[config.mk]
export PLATFORM = sky130hd
export DESIGN_NAME = three_input_debounce_sync
export DESIGN_NICKNAME = d
export VERILOG_FILES = /design/src/rtl/three_input_debounce_sync.sv
export SDC_FILE = /design/constraint.sdc
export NUM_CORES = 1
export LEC_CHECK = 0
export ABC_CLOCK_PERIOD_IN_PS = 1600
export BUFFER_PORTS_ARGS = -buffer_cell sky130_fd_sc_hd__buf_4
export CORE_MARGIN = 2
export CORE_UTILIZATION = 35
export DETAILED_ROUTE_END_ITERATION = 6
export PLACE_DENSITY_LB_ADDON = 0.08
export REMOVE_ABC_BUFFERS = 1
export SLEW_MARGIN = 30
export SYNTH_ARGS = -nofsm -noshare
export SYNTH_HDL_FRONTEND = slang
export SYNTH_SLANG_ARGS = --single-unit
[constraint.sdc]
create_clock -name clk -period 1.6 [get_ports clk]
set_input_delay 0.24 -clock clk [delete_from_list [all_inputs] [get_ports clk]]
set_output_delay 0.24 -clock clk [all_outputs]
set_load 0.01 [all_outputs]
[src/rtl/three_input_debounce_sync.sv]
// Three-channel input conditioner: two-flop synchroniser plus stability-count
// debouncer per channel, with registered one-cycle rise/fall/change strobes.
module three_input_debounce_sync #(
  parameter int DEBOUNCE_CYCLES = 4,
  parameter int CNT_W           = 3
) (
  input  logic       clk,
  input  logic       rst_n,
  input  logic [2:0] raw_in,
  output logic       A,
  output logic       B,
  output logic       C,
  output logic [2:0] rise,
  output logic [2:0] fall,
  output logic       change
);

  localparam logic [CNT_W-1:0] CNT_LAST = CNT_W'(DEBOUNCE_CYCLES - 1);
  localparam logic [CNT_W-1:0] CNT_ONE  = CNT_W'(1);

  logic [2:0]            meta_q;
  logic [2:0]            sync_q;
  logic [2:0]            level_q;
  logic [2:0]            level_d;
  logic [2:0][CNT_W-1:0] cnt_q;
  logic [2:0][CNT_W-1:0] cnt_d;
  logic [2:0]            rise_q;
  logic [2:0]            rise_d;
  logic [2:0]            fall_q;
  logic [2:0]            fall_d;
  logic                  change_q;
  logic                  change_d;

  // Plain two-flop synchroniser, nothing between the stages.
  always_ff @(posedge clk or negedge rst_n) begin
    if (!rst_n) begin
      meta_q <= 3'b000;
      sync_q <= 3'b000;
    end else begin
      meta_q <= raw_in;
      sync_q <= meta_q;
    end
  end

  // Accept a new level only after DEBOUNCE_CYCLES consecutive disagreeing
  // samples; any agreeing sample restarts the count from zero.
  always_comb begin
    level_d  = level_q;
    cnt_d    = cnt_q;
    rise_d   = 3'b000;
    fall_d   = 3'b000;
    for (int i = 0; i < 3; i++) begin
      if (sync_q[i] == level_q[i]) begin
        cnt_d[i] = '0;
      end else if (cnt_q[i] == CNT_LAST) begin
        level_d[i] = sync_q[i];
        cnt_d[i]   = '0;
        rise_d[i]  = sync_q[i];
        fall_d[i]  = ~sync_q[i];
      end else begin
        cnt_d[i] = cnt_q[i] + CNT_ONE;
      end
    end
    change_d = |{rise_d, fall_d};
  end

  // Strobes are registered alongside the level so they coincide with it.
  always_ff @(posedge clk or negedge rst_n) begin
    if (!rst_n) begin
      level_q  <= 3'b000;
      cnt_q    <= '0;
      rise_q   <= 3'b000;
      fall_q   <= 3'b000;
      change_q <= 1'b0;
    end else begin
      level_q  <= level_d;
      cnt_q    <= cnt_d;
      rise_q   <= rise_d;
      fall_q   <= fall_d;
      change_q <= change_d;
    end
  end

  assign A      = level_q[0];
  assign B      = level_q[1];
  assign C      = level_q[2];
  assign rise   = rise_q;
  assign fall   = fall_q;
  assign change = change_q;

endmodule

==> summary.md <==
| Metric | Value |
|---|---|
| Pin slew with the least headroom to its limit | `313 ps` |
| Remaining DRCs | `0` |
| Vias per inst | `4.41` |
| CP max-delay cell | `dfrtp_1` |
| Routed wire length | `1250 um` |
| Starting Density | `0.362` |
| Leakage power | `0.554 nW` |
| Worst Setup End Kind | `flop` |
| Setup bufs post-CTS | `0` |
| Hold_ws | `355 ps` |
| Origin of the critical flop-to-flop path | `cnt_q[6]$_DFF_PN0_` |
| Setup TNS | `0 ps` |
| Fill cells | `241` |
| Status | `completed` |
| Slew Limit Fails | `0` |
| Cell type with the largest total area after synthesis | `dfrtp_1` |
| R2R setup slack | `370 ps` |
| Synth cell types | `13` |
| Average size of a mapped cell | `14.9 um^2` |
| Count leader, synth | `dfrtp_1` |
| CP top delay family | `flip-flops` |
| Fin crit period | `1230 ps` |
| Clock latency on the worst-skew pair | `300 ps` |
| Die area | `2930 um^2` |
| Kind of critical path | `reg -> reg` |
| Synth top area cells | `dfrtp_1 (71%), nor3b_1 (5.1%), ha_1 (4.3%)` |
| CTS sink cnt | `25` |
| Final clock skew | `3.19 ps` |
| Cells after synthesis | `59` |
| Ys flop type | `dfrtp_1` |
| IO Count | `15` |
| Final Hold Viols | `0` |
| Max-Cap Viols | `0` |
| Final setup vio count | `0` |
| Worst-path maximum fanout | `6` |
| Register bit total from synthesis | `25` |
| Global placement routability congestion | `0.644` |
| Area Growth Syn to Fin | `23.7%` |
| Final Cycle Share | `0.770` |
| Layout cell share with drive strength beyond 1 | `0.235` |
| Worst min path class | `in -> async` |
| GRT Total Usage | `0.109` |
| Post-Place Worst Slack | `382 ps` |
| Cell chain of the critical path | `ha_1 > nand2b_1 > mux2_1` |
| Register area | `626 um^2` |
| R2R depth | `3` |
| Commonest cells in the synthesized netlist | `dfrtp_1 (25), nor3b_1 (6), nand2b_1 (5)` |
| Cell Rows | `18` |
| Share of the synthesized area in the top cell type | `0.710` |
| Crit path arrival time | `1430 ps` |
| Syn. warnings | `0` |
| Initial DRT Pass Iterations | `2` |
| Post-DP HPWL | `867 um` |
| Post-route ant nets | `0` |
| Startpoint Class | `flop` |
| WP buf/inv | `0` |
| CTS root buf | `clkbuf_4` |
| Core region area | `2430 um^2` |
| Total CTS buffers | `3` |
| Vias in the first global route | `459` |
| Worst R2R End | `level_q[2]$_DFFE_PN0P_` |
| Final worst-path setup slack | `368 ps` |
| Total gr overflow | `0` |
| Area of the multi-input gates | `255 um^2` |
| Post-Syn Area | `881 um^2` |
| Vias | `490` |
| Largest stage delay on the critical path | `410 ps` |
| Power Dens Cells | `1370 nW/um^2` |
| CTS tree | `done` |
| Die height | `54.2 um` |
| Sequential area share after synthesis | `0.710` |
| DIE WIDTH | `54.2 um` |
| Initial antenna violation count | `0` |
| H-tree levels | `1` |
| Relative max-transition margin | `0.791` |
| Nets | `90` |
| Max clock buf depth | `2` |
| # port buffers | `14` |
| Global-route wire length before repair | `2120 um` |
| Asr flop ratio synth | `1.00` |
| RSZ-0062 raised after global routing | `false` |
| Critical path required time | `1800 ps` |
| WL per Instance | `11.2 um` |
| Pin count of the biggest net entering global routing | `26` |
| Initial detailed-routing violation count | `4` |
| VDD IR max | `0.000701 V` |
| # resized after CTS | `0` |
| Diode count | `0` |
| Max Clock Freq | `0.811 GHz` |
| Post-synth EDFFs | `0` |
| CTS clk-pin slew, worst paths | `120 ps` |
==> area by class of cell <==
class	instances	share of cell area
sequential	25	0.574
multi-input combinational	34	0.234
timing repair buffer	18	0.133
tap	30	0.0344
clock buffer	4	0.0241
==> registers in the layout, summed over array words and instances, names as in the netlist <==
register  cells
sync_q        3
level_q       3
fall          3
cnt_q         9
change        1
meta_q        3
rise          3
==> cell usage in the layout (no fill, tap or decap) <==
master,instances
and3_1,3
and3b_1,3
buf_4,14
clkbuf_1,1
clkbuf_4,3
dfrtp_1,25
dlygate4sd3_1,4
ha_1,3
mux2_1,2
mux2_2,1
nand2_1,3
nand2b_1,5
nand2b_2,1
nand3_1,1
nor2_1,3
nor3b_1,6
xor2_1,3
==> where the power goes <==
group	leakage (nW)	internal [W]	switching [W]
clock network	0.0150	0.0000970	0.000168
logic	0.217	0.000204	0.000186
registers	0.322	0.000754	0.0000839
total	0.554	0.00105	0.000437
==> cell families after synthesis <==
kind of cell             share of synthesized area
XOR/XNOR                                    0.0298
AND/OR/NAND/NOR                              0.179
adder cells (fa/ha/maj)                     0.0426
flip-flops                                   0.710
multiplexers                                0.0383
==> stage by stage <==
step | power [W] | util | instances | instance area, um^2
3_5_place_dp | 0.00124 | 0.421 | 103 | 1020
2_1_floorplan | 0.00108 | - | 59 | 881
6_report | 0.00149 | 0.448 | 111 | 1090
4_1_cts | 0.00152 | 0.436 | 108 | 1060
3_3_place_gp | 0.00122 | 0.421 | 103 | 1020
5_1_grt | 0.00163 | 0.448 | 111 | 1090
==> worst max path at each step <==
stage,from,end,cells past startpoint
2_1_floorplan,cnt_q[3]$_DFF_PN0_,level_q[1]$_DFFE_PN0P_,3
5_1_grt,cnt_q[6]$_DFF_PN0_,level_q[2]$_DFFE_PN0P_,3
6_report,cnt_q[6]$_DFF_PN0_,level_q[2]$_DFFE_PN0P_,3
3_3_place_gp,cnt_q[6]$_DFF_PN0_,level_q[2]$_DFFE_PN0P_,3
4_1_cts,cnt_q[6]$_DFF_PN0_,level_q[2]$_DFFE_PN0P_,3
3_5_place_dp,cnt_q[6]$_DFF_PN0_,level_q[2]$_DFFE_PN0P_,3
==> timing repair <==
action                                 4_1_cts  5_1_grt
hold buffers                                 1        3
endpoints found under the hold margin       25        3
setup endpoints to repair                    0        0
==> per-layer routing <==
layer  wire (um)  up-vias  global-route usage
met5           0        -                   0
met4          15        0              0.0500
met3          45        2              0.0500
met2         566        7               0.149
met1         620      238               0.145
li1            -      243                   -
Note: power is estimated with default switching activity, not from simulation.
